==> config.mk <==
export PLATFORM = sky130hd
export DESIGN_NAME = byte_to_word_packer
export DESIGN_NICKNAME = d
export VERILOG_FILES = /design/src/rtl/byte_to_word_packer_pkg.sv /design/src/rtl/word_out_reg.sv /design/src/rtl/byte_to_word_packer.sv
export SDC_FILE = /design/constraint.sdc
export NUM_CORES = 1
export LEC_CHECK = 0
export ABC_CLOCK_PERIOD_IN_PS = 2100
export BUFFER_PORTS_ARGS = -buffer_cell sky130_fd_sc_hd__buf_2
export CELL_PAD_IN_SITES_DETAIL_PLACEMENT = 1
export CELL_PAD_IN_SITES_GLOBAL_PLACEMENT = 2
export CORE_MARGIN = 5
export CORE_UTILIZATION = 36
export CTS_CLUSTER_SIZE = 16
export DETAILED_ROUTE_END_ITERATION = 10
export PLACE_DENSITY = 0.8
export SLEW_MARGIN = 20
export SYNTH_ARGS = -nofsm -noshare
export SYNTH_HDL_FRONTEND = slang
export SYNTH_SLANG_ARGS = --single-unit
==> constraint.sdc <==
create_clock -name clk -period 2.1 [get_ports clk]
set_input_delay 0.21 -clock clk [delete_from_list [all_inputs] [get_ports clk]]
set_output_delay 0.21 -clock clk [all_outputs]
set_load 0.05 [all_outputs]
==> src/rtl/byte_to_word_packer_pkg.sv <==
// Shared constants, packer state type and lane-mask helper for the byte-to-word packer.
package pack_pkg;

  localparam int BYTES_PER_WORD = 4;
  localparam int LANE_W         = 8;
  localparam int WORD_W         = BYTES_PER_WORD * LANE_W;

  typedef enum logic {
    ACC  = 1'b0,
    HOLD = 1'b1
  } pack_state_e;

  // Keep mask for a word holding cnt bytes; little-endian fills from lane 0, big-endian from lane 3.
  function automatic logic [BYTES_PER_WORD-1:0] keep_mask(input logic [2:0] cnt, input logic le);
    logic [BYTES_PER_WORD-1:0] m;
    case (cnt)
      3'd0:    m = 4'b0000;
      3'd1:    m = le ? 4'b0001 : 4'b1000;
      3'd2:    m = le ? 4'b0011 : 4'b1100;
      3'd3:    m = le ? 4'b0111 : 4'b1110;
      default: m = 4'b1111;
    endcase
    return m;
  endfunction

endpackage

==> src/rtl/word_out_reg.sv <==
// Single-entry valid/ready register slice for a word with keep and last sidebands.
module word_out_reg #(
  parameter int DATA_W = 32,
  parameter int KEEP_W = 4
) (
  input  logic              clk,
  input  logic              rst_n,
  input  logic              in_valid,
  input  logic [DATA_W-1:0] in_data,
  input  logic [KEEP_W-1:0] in_keep,
  input  logic              in_last,
  output logic              in_ready,
  output logic [DATA_W-1:0] m_data,
  output logic [KEEP_W-1:0] m_keep,
  output logic              m_last,
  output logic              m_valid,
  input  logic              m_ready
);

  // The slot is free when empty or when the current word leaves this cycle.
  assign in_ready = !m_valid || m_ready;

  always_ff @(posedge clk or negedge rst_n) begin
    if (!rst_n) begin
      m_valid <= 1'b0;
      m_data  <= '0;
      m_keep  <= '0;
      m_last  <= 1'b0;
    end else if (in_valid && in_ready) begin
      m_valid <= 1'b1;
      m_data  <= in_data;
      m_keep  <= in_keep;
      m_last  <= in_last;
    end else if (m_ready) begin
      m_valid <= 1'b0;
    end
  end

endmodule

==> src/rtl/byte_to_word_packer.sv <==
// Packs a valid/ready byte stream into 32-bit words with partial-word support via s_last
// and an optional idle-timeout flush; a completed word waits in the accumulator under back-pressure.
module byte_to_word_packer
  import pack_pkg::*;
#(
  parameter bit BYTE_LE        = 1'b1,
  parameter int TIMEOUT_CYCLES = 0,
  parameter int TO_W           = 16
) (
  input  logic                      clk,
  input  logic                      rst_n,
  input  logic [LANE_W-1:0]         s_data,
  input  logic                      s_valid,
  output logic                      s_ready,
  input  logic                      s_last,
  output logic [WORD_W-1:0]         m_data,
  output logic [BYTES_PER_WORD-1:0] m_keep,
  output logic                      m_last,
  output logic                      m_valid,
  input  logic                      m_ready
);

  localparam bit             TO_EN   = (TIMEOUT_CYCLES != 0);
  localparam logic [TO_W-1:0] TO_LAST = TO_W'(TIMEOUT_CYCLES - 1);

  pack_state_e               state_q, state_d;
  logic [1:0]                byte_cnt;
  logic [WORD_W-1:0]         acc_data;
  logic [BYTES_PER_WORD-1:0] acc_keep;
  logic                      acc_last;
  logic [TO_W-1:0]           idle_cnt;

  logic                      acc_full, accept, timeout_fire, complete, out_free;
  logic [1:0]                lane;
  logic [WORD_W-1:0]         word_data, ld_data;
  logic [BYTES_PER_WORD-1:0] word_keep, ld_keep;
  logic                      word_last, ld_last, ld_valid;

  assign acc_full = (state_q == HOLD);
  assign s_ready  = !acc_full;
  assign accept   = s_valid && s_ready;
  assign lane     = BYTE_LE ? byte_cnt : (2'd3 - byte_cnt);

  // An empty accumulator never times out, so no zero-keep word can be produced.
  assign timeout_fire = TO_EN && !acc_full && (byte_cnt != 2'd0) && !accept && (idle_cnt == TO_LAST);
  assign complete     = (accept && ((byte_cnt == 2'd3) || s_last)) || timeout_fire;

  always_comb begin
    word_data = acc_data;
    word_keep = acc_keep;
    word_last = 1'b0;
    if (accept) begin
      word_data[lane*LANE_W +: LANE_W] = s_data;
      word_keep = keep_mask({1'b0, byte_cnt} + 3'd1, BYTE_LE);
      word_last = s_last;
    end
  end

  // A held word has priority; otherwise the freshly completed word goes straight out.
  assign ld_valid = acc_full || complete;
  assign ld_data  = acc_full ? acc_data : word_data;
  assign ld_keep  = acc_full ? acc_keep : word_keep;
  assign ld_last  = acc_full ? acc_last : word_last;

  always_comb begin
    state_d = state_q;
    case (state_q)
      ACC:     if (complete && !out_free) state_d = HOLD;
      HOLD:    if (out_free)              state_d = ACC;
      default: state_d = ACC;
    endcase
  end

  always_ff @(posedge clk or negedge rst_n) begin
    if (!rst_n) state_q <= ACC;
    else        state_q <= state_d;
  end

  always_ff @(posedge clk or negedge rst_n) begin
    if (!rst_n) begin
      byte_cnt <= 2'd0;
      acc_data <= '0;
      acc_keep <= '0;
      acc_last <= 1'b0;
      idle_cnt <= '0;
    end else begin
      if (complete) begin
        byte_cnt <= 2'd0;
        if (out_free) begin
          acc_data <= '0;
          acc_keep <= '0;
          acc_last <= 1'b0;
        end else begin
          acc_data <= word_data;
          acc_keep <= word_keep;
          acc_last <= word_last;
        end
      end else if (acc_full && out_free) begin
        acc_data <= '0;
        acc_keep <= '0;
        acc_last <= 1'b0;
      end else if (accept) begin
        byte_cnt <= byte_cnt + 2'd1;
        acc_data <= word_data;
        acc_keep <= word_keep;
      end

      if (accept || complete || acc_full || (byte_cnt == 2'd0) || !TO_EN) idle_cnt <= '0;
      else                                                                idle_cnt <= idle_cnt + 1'b1;
    end
  end

  word_out_reg #(
    .DATA_W(WORD_W),
    .KEEP_W(BYTES_PER_WORD)
  ) u_out (
    .clk     (clk),
    .rst_n   (rst_n),
    .in_valid(ld_valid),
    .in_data (ld_data),
    .in_keep (ld_keep),
    .in_last (ld_last),
    .in_ready(out_free),
    .m_data  (m_data),
    .m_keep  (m_keep),
    .m_last  (m_last),
    .m_valid (m_valid),
    .m_ready (m_ready)
  );

endmodule

# --- Word level (Yosys, flattened, before mapping) ---
# Index checks and enable logic that the tools add are counted.
word_totals:
  elab_cells: 64
  regBits: 78
  in_bits: 13
  output_inout_bits: 39
classes:
  bitwise_logic: 1
  n_reduce_logical: 17
  addsub: 3
  eq_ne: 5
  n_shift: 2
  n_mux: 27
op_table:
  columns: ["op", "n"]
  rows:
  - ["two-way mux 32 bit", 6]
  - ["negation 5 -> 34 bit", 1]
  - ["variable shift 8 x 34 -> 32 bit, first input constant", 1]
  - ["variable part select 8 x 34 -> 32 bit", 1]
  - ["bitwise mux 32 bit", 1]
  - ["two-way mux 4 bit", 6]
  - ["one-hot mux 4 bit (4 select lines)", 1]
  - ["two-way mux 1 bit", 9]
  - ["== test 3 x 2 -> 1 bit, second input constant", 2]
  - ["two-way mux 2 bit", 3]
  - ["nonzero test 2 bit", 3]
  - ["logical AND 1 bit", 5]
  - ["adder 2 x 1 -> 3 bit, second input constant", 1]
  - ["== test 3 x 1 -> 1 bit, second input constant", 1]
  - ["logical NOT 1 bit", 3]
  - ["logical NOT 3 bit", 1]
  - ["logical OR 1 bit", 3]
  - ["nonzero test 3 bit", 1]
  - ["adder 2 x 1 -> 2 bit, second input constant", 1]
  - ["== test 2 bit, second input constant", 1]
  - ["!= test 2 bit, second input constant", 1]
  - ["one-hot mux 1 bit (2 select lines)", 1]
  - ["AND reduction 2 bit", 1]
  - ["inverter 1 bit", 1]

# --- Longest topological paths before layout ---
# Gate-level depths: netlist (run 1).
logic_depth:
  ltp_word: 7
  ltp_mapped: 7
  ltp_nobuf: 5

# --- Cells and area by module ---
# From an unflattened synthesis (run 1), not the netlist that was laid out.
unflattened:
  hier_cells: 275
  hier_area_um2: 3870.0
modules_own_cells:
  columns: ["module", "area_each_um2", "instances", "cells_per_inst", "seq_area_each_um2"]
  rows:
  - ["byte_to_word_packer", 2297.2, 1, 194, 1001.0]
  - ["word_out_reg", 1572.8, 1, 81, 950.9]

# --- Least setup slack after synthesis (run 1) ---
# No wires, ideal clock.
synth_path:
  path_type: "reg-to-reg"
  startpoint: "reg byte_cnt[0]"
  endpoint: "reg u_out.m_data[16]"
  path_stages_with_launch: 8
  arrival_time_ns: 1.950
  path_slack_ns: 0.025
  setup_ns: 0.125
  period_less_slack_ns: 2.075
  t_required_ns: 1.975
  path_buffers: 2
  path_cell_list: "dfrtp_1 buf_2 inv_1 ha_1 clkbuf_1 and4bb_2 mux2_2 mux2_2"
synth_between:
  elab_chain_len: 5
  elab_cells_between_ends: 11
  classes_between: "add/sub (1); eq/ne (1); shift (2); mux (3); reduce/logical (4)"
synth_rtl:
  columns: ["element", "line_no", "source"]
  rows:
  - ["start: declaration", "byte_to_word_packer.sv:27", "logic [1:0] byte_cnt;"]
  - ["start signal: assignment", "byte_to_word_packer.sv:103", "byte_cnt <= byte_cnt + 2'd1;"]
  - ["negation 5 -> 34 bit or == test 2 bit (tied branches)", "byte_to_word_packer.sv:53, byte_to_word_packer.sv:46", null]
  - ["variable part select 8 x 34 -> 32 bit (tied with other cells)", "byte_to_word_packer.sv:53", "word_data[lane*LANE_W +: LANE_W] = s_data;"]
  - ["bitwise mux 32 bit or logical AND 1 bit (tied branches)", "byte_to_word_packer.sv:53, byte_to_word_packer.sv:46", null]
  - ["two-way mux 32 bit or logical OR 1 bit (tied branches)", "byte_to_word_packer.sv:52, byte_to_word_packer.sv:60", null]
  - ["two-way mux 32 bit or logical AND 1 bit (tied branches)", "byte_to_word_packer.sv:61, word_out_reg.sv:29", null]
  - ["end signal: assignment", "word_out_reg.sv:31", "m_data <= in_data;"]
  - ["end: declaration", "word_out_reg.sv:13", "output logic [DATA_W-1:0] m_data,"]
# Parallel ways exist; a longest one is shown, timed or not.
# A chain may end at the register's enable or synchronous reset.

# --- Final worst setup path (run 1) ---
layout_path:
  startpoint: "reg byte_cnt[0]"
  endpoint: "reg u_out.m_data[18]"
# Same word-level chain as after synthesis.

==> reports/results.ini, run 1 <==
[layout]
ff_latch_area_sq_um = 1950
final_util_pct = 42.7
fin_area_sq_um = 4610
syn_to_final_growth_pct = 16.4
nets = 385
antennaDiodeCount = 0
drive_above_1_share_pct = 37.8
nFillCells = 1166
multiInputGateArea_sq_um = 1820

[yosys]
syn-cell-area_sq_um = 3960
ys_seq_area_share_pct = 49.2
yosys_most_used_dff = dfrtp_1
synth-seq-cells = 78
syn-num-nets = 329
async_flop_share_pct = 100
yosysWarnings = 0
synth_cell_types = 49
syn_area_per_cell_sq_um = 12.8
synth_edf_count = 0
syn_inst = 310

[floorplan]
die_w_um = 115
die-area_sq_um = 13200
rows = 38
start_util_pct = 36.7
io_pins = 52
core_area_sq_um = 10800
chipHeight_um = 115

[clock_network]
cts.sinks = 78
cts.clk_slew.worst_paths_ns = 0.08
clk_latency_ns = 0.35
cts-htree-levels = 3
clk_path_buf_depth = 2
cts_tree = yes
cts_root_buf = clkbuf_8
numCtsBuffers = 9

[routing]
drtIter0Drc = 105
vias = 2856
routed_wl_um = 9930
drc = 0
antenna_left = 0
viasPerCell = 5.60
wl_per_cell_um = 19.5
dr.pass1.iters = 4

[critical_path]
cpMaxStageDelayCell = dfrtp_1
cp-end-kind = flop
worstPathArrival_ns = 2.17
startpoint_type = flop
crit_chain = inv_1 -> ha_1 -> buf_4 -> and4bb_2 -> mux2_2 -> mux2_2
required_ns = 2.34
reg2reg_slack_ns = 0.16
cp_max_fo = 9
slowest_delay_ns = 0.42
critPathKind = flop to flop
crit_path_frequent_cell = mux2_2

[placement]
dpl_cell_area_sq_um = 4400
place_hpwl_um = 7040
portBuffers = 51
globalplace.congestion = 0.755
pre_cts_ws_ns = 0.113

[timing]
worst_slack_ns = 0.162
setup_tns_ns = 0
setup_viol = 0
tightest_slew_ns = 0.502
hold_viol = 0
max_slew_margin_pct = 66.5
fmax_ghz = 0.516
fin_crit_ns = 1.94
post-route-period-util_pct = 92.3
slew_violations = 0
skew_ns = 0.0138
rsz0062_at_grt = no

[min_path]
worstHoldPathType = input pin to flop

[pwr]
p_per_area_nw_per_um2 = 924
peakVddDrop_mv = 0.562
total_power_mw = 4.26
leakagePower_nw = 2.22

[grt]
grt.overflow.total = 0
grt.total_usage_pct = 16.0
antenna_found_initial = 0
grt_pass1_wl_um = 16800
grt_max_degree = 44
grt_pass1_vias = 3068

[outcome]
status = complete, no violations

[flow_run]
cap_violations = 0

[Yosys cell counts (2+ instances only)]
library cell	count	area (sq um)
a21oi_1	3	15.0
a221oi_1	3	26.3
a22o_1	8	70.1
a2bb2oi_1	3	26.3
a32o_1	39	390
and2_1	2	12.5
and2b_1	2	15.0
and3b_1	3	26.3
and4b_1	5	50.1
and4bb_2	4	50.1
buf_1	5	18.8
buf_2	7	35.0
buf_6	7	78.8
clkbuf_1	6	22.5
dfrtp_1	78	1950
ha_1	6	75.1
inv_1	11	41.3
mux2_2	37	417
mux2_4	2	30.0
mux2i_1	4	40.0
nand2_1	13	48.8
nand2b_1	2	12.5
nand3_1	5	25.0
nand3b_4	3	60.1
nor2_1	4	15.0
nor2b_1	3	18.8
nor4bb_1	5	50.1
o2111ai_1	4	35.0
o211ai_1	7	52.6
o21ai_0	6	30.0
o22ai_1	5	31.3
[worst max-delay path, delay by kind of cell, from the launching register on]
kind          cells  cell delay, ns
simple gates      1            0.23
mux               2            0.53
flops             1            0.42
buf+inv           2            0.37
fa+ha+maj         1            0.27
[kinds of logic after synthesis]
kind of cell,synth area share (%)
compound gates,20.1
fa+ha+maj,1.89
buf+inv,5.24
flops,49.2
mux,12.3
simple gates,11.3
[per-stage QoR]
step / instances / hold WS (ns)
after floorplan: 310 / -0.0856
after global routing: 510 / 0.182
after global placement: 494 / 0.211
after CTS: 510 / 0.166
final: 510 / 0.180
after detailed placement: 494 / 0.212
[layout make-up]
class                      count  share of cell area [%]
sequential                    78                    42.3
multi-input combinational    194                    39.4
timing repair buffer          71                    9.44
tap                          140                    3.80
clock buffer                  11                    3.06
clock inverter                 4                    1.03
inverter                      12                   0.976
[where the power goes]
part	switching (mW)	internal, mW
registers	0.0873	1.67
logic	0.922	0.465
clock network	0.547	0.572
[sequential cells by signal (all words and copies together) (netlist names)]
| register | count |
|---|---|
| byte_cnt | 2 |
| u_out.m_keep | 4 |
| acc_data | 32 |
| u_out.m_data | 32 |
| u_out.m_valid | 1 |
| acc_last | 1 |
| acc_full | 1 |
| u_out.m_last | 1 |
| acc_keep | 4 |
[path summary, 6_finish.rpt]
path                            depth (start not counted)    startpoint               end
worst max-delay path                                    6   byte_cnt[0]  u_out.m_data[18]
worst min-delay path                                    3     s_data[0]       acc_data[8]
worst max register to register                          6   byte_cnt[0]  u_out.m_data[18]
worst min register to register                          1  acc_data[29]      acc_data[29]
max in group asynchronous                               3         rst_n  u_out.m_data[12]
min in group asynchronous                               2         rst_n  u_out.m_data[24]
[layer usage]
metal | global-route usage, % | share of wire (%) | vias to the layer above
met5 | 0 | 0 | -
met4 | 3.99 | 0.97 | 0
met3 | 3.26 | 4.2 | 9
met2 | 25.8 | 48 | 49
met1 | 22.2 | 47 | 1475
li1 | - | - | 1323
[layout by cell type (no fill, tap or decap), types with 7 or more instances in the layout]
master,count
a22o_1,8
a32o_1,39
buf_2,50
buf_4,18
nand2_1,13
dfrtp_1,78
clkbuf_8,10
o211ai_1,7
inv_1,11
mux2_2,37
[repair_timing]
item | 4_1_cts | 5_1_grt
endpoints found under the hold margin | 35 | 0
resized for setup | 0 | 1
hold buffers | 1 | 0
buffers inserted | 0 | 0
endpoints found under the setup margin | 0 | 7
Note: power is estimated with default switching activity, not from simulation.
==> inputs of run 2 (changes only) <==
Settings changed: CAP_MARGIN from default to 20, CORE_UTILIZATION 36 to 37, CTS_BUF_LIST from default to sky130_fd_sc_hd__clkbuf_2, PLACE_DENSITY 0.8 to 0.82.
==> run 2 against run 1 <==
Combinational power hardly changed. Die area is 2.5% lower. Global-route usage is 0.22 points higher. Cell count is 1.2% lower. Sequential cell count stayed put. Sequential share of layout area is 0.53 points higher. Utilization is 1.2 points higher. Clock power is 17% lower. Clock skew is 0.011 ns higher. Largest power group unchanged. Critical path depth stayed put. Via count is 1.1% higher.
==> reports/results.ini, run 2 (same netlist as run 1, synthesis figures left out) <==
[layout]
layout_common_cells = 77 x dfrtp_1, 50 x buf_2, 39 x a32o_1, 37 x mux2_2, 13 x nand2_1
drive_above_1_share_pct = 37.2
reg_top3 = acc_data x32, u_out.m_data x32
antennaDiodeCount = 0
final_common_cell = dfrtp_1
final_util_pct = 44.0
stdcell_count = 504
nets = 382
syn_to_final_growth_pct = 15.0

[grt]
grt_pass1_vias = 3111
grt_max_degree = 49
top_usage_layer = met2
use_met2_pct = 26.6
grt.overflow.total = 0
antenna_found_initial = 0
grt.total_usage_pct = 16.3
grt_pass1_wl_um = 16900
use_met3_pct = 2.28
use_met1_pct = 22.4

[clock_network]
cts_setup_buffers = 0
clk_path_buf_depth = 2
numCtsBuffers = 9
cts_root_buf = clkbuf_2
cts.clk_slew.worst_paths_ns = 0.22
cts-htree-levels = 3
cts_tree = yes
cts.sinks = 78
clk_latency_ns = 0.52

[timing]
slew_violations = 0
hold_viol = 0
fin_crit_ns = 1.96
rsz0062_at_grt = no
fin_hold_ws_ns = 0.0367
fmax_ghz = 0.509
post-route-period-util_pct = 93.5
setup_tns_ns = 0
tightest_slew_ns = 0.625
setup_viol = 0
max_slew_margin_pct = 58.2
skew_ns = 0.0245
worst_slack_ns = 0.137

[critical_path]
crit_path_frequent_cell = mux2_2
critPathKind = flop to flop
cp_max_fo = 11
slowest_delay_ns = 0.49
worstPathArrival_ns = 2.38
startpoint_type = flop
required_ns = 2.51
r2r_cells = 6
reg2reg_from = byte_cnt[0]
crit_chain = inv_1 -> ha_1 -> buf_4 -> and4bb_2 -> mux2_2 -> mux2_2
cpMaxStageDelayCell = dfrtp_2
reg2reg_slack_ns = 0.14
reg2reg_to = u_out.m_data[20]
cp-end-kind = flop

[pwr]
peakVddDrop_mv = 0.593
leakagePower_nw = 2.20
p_per_area_nw_per_um2 = 894

[min_path]
hold_depth = 3
hold_path_end = acc_data[11]
worstHoldPathType = input pin to flop
hold_start = s_data[3]

[routing]
drtIter0Drc = 206
antenna_left = 0
routed_wl_um = 9910
viasPerCell = 5.73
wl_per_cell_um = 19.7
drc = 0
vias = 2886
dr.pass1.iters = 4

[floorplan]
die-area_sq_um = 12900
chipHeight_um = 114
die_w_um = 114
rows = 37
io_pins = 52
start_util_pct = 38.2
core_area_sq_um = 10400

[placement]
place_hpwl_um = 6870
pre_cts_ws_ns = 0.104
portBuffers = 51
placed_cells = 484
globalplace.congestion = 0.766

[outcome]
status = complete, no violations

[flow_run]
cap_violations = 0

run 2: cell types whose count changed in the layout (fill, tap and decap cells not counted), sizes merged:
cell / previous run / this run
buf: 70 / 64
bufinv: 1 / 2
clkinv: 2 / 3
dlygate4sd3: 1 / 4
clkbuf: 11 / 10
run 2: critical path: cells and delay by family, from the launching register on:
kind	cells	cell delay, ns
and+or+nand+nor	1	0.22
DFF	1	0.49
buffers and inverters	2	0.34
adders and majority gates	1	0.29
muxes	2	0.51
run 2: cell type report:
cell class	count	area, sq um
clock buffer	10	50.0
clock inverter	6	86.3
fill	1121	5810
inverter	12	45.0
multi-input combinational	194	1810
sequential	78	1950
tap	136	170
timing repair buffer	68	449
run 2: what timing repair did:
item	CTS	global route
endpoints found under the setup margin	0	28
hold buffers	4	0
resized for setup	0	3
endpoints found under the hold margin	81	0
run 2: worst max-delay path by stage:
stage          slack, ns  depth (start not counted)   startpoint               end
2_1_floorplan       0.03                          7  byte_cnt[0]  u_out.m_data[16]
3_3_place_gp        0.19                          6  byte_cnt[0]      acc_data[22]
3_5_place_dp        0.10                          6  byte_cnt[0]      acc_data[11]
4_1_cts             0.01                          6  byte_cnt[0]       acc_data[8]
5_1_grt             0.01                          6  byte_cnt[0]      acc_data[11]
6_report            0.14                          6  byte_cnt[0]  u_out.m_data[20]
run 2: where the power goes:
group	total, mW	switching [mW]	internal (mW)
sequential	1.77	0.0979	1.67
clock	0.924	0.527	0.396
combinational	1.39	0.933	0.456
total	4.08	1.56	2.52
run 2: metrics by stage:
stage / power [mW] / area (sq um)
after floorplan: 2.79 / 3960
after global placement: 3.14 / 4380
after detailed placement: 3.18 / 4380
after CTS: 4.13 / 4550
after global routing: 4.30 / 4560
final: 4.08 / 4560
run 2: routing by layer:
metal	up-vias	wire length, um	part of all wire (%)
met1	1505	4620	47
met5	-	0	0
met4	0	113	1.1
li1	1318	-	-
met3	12	367	3.7
met2	51	4820	49
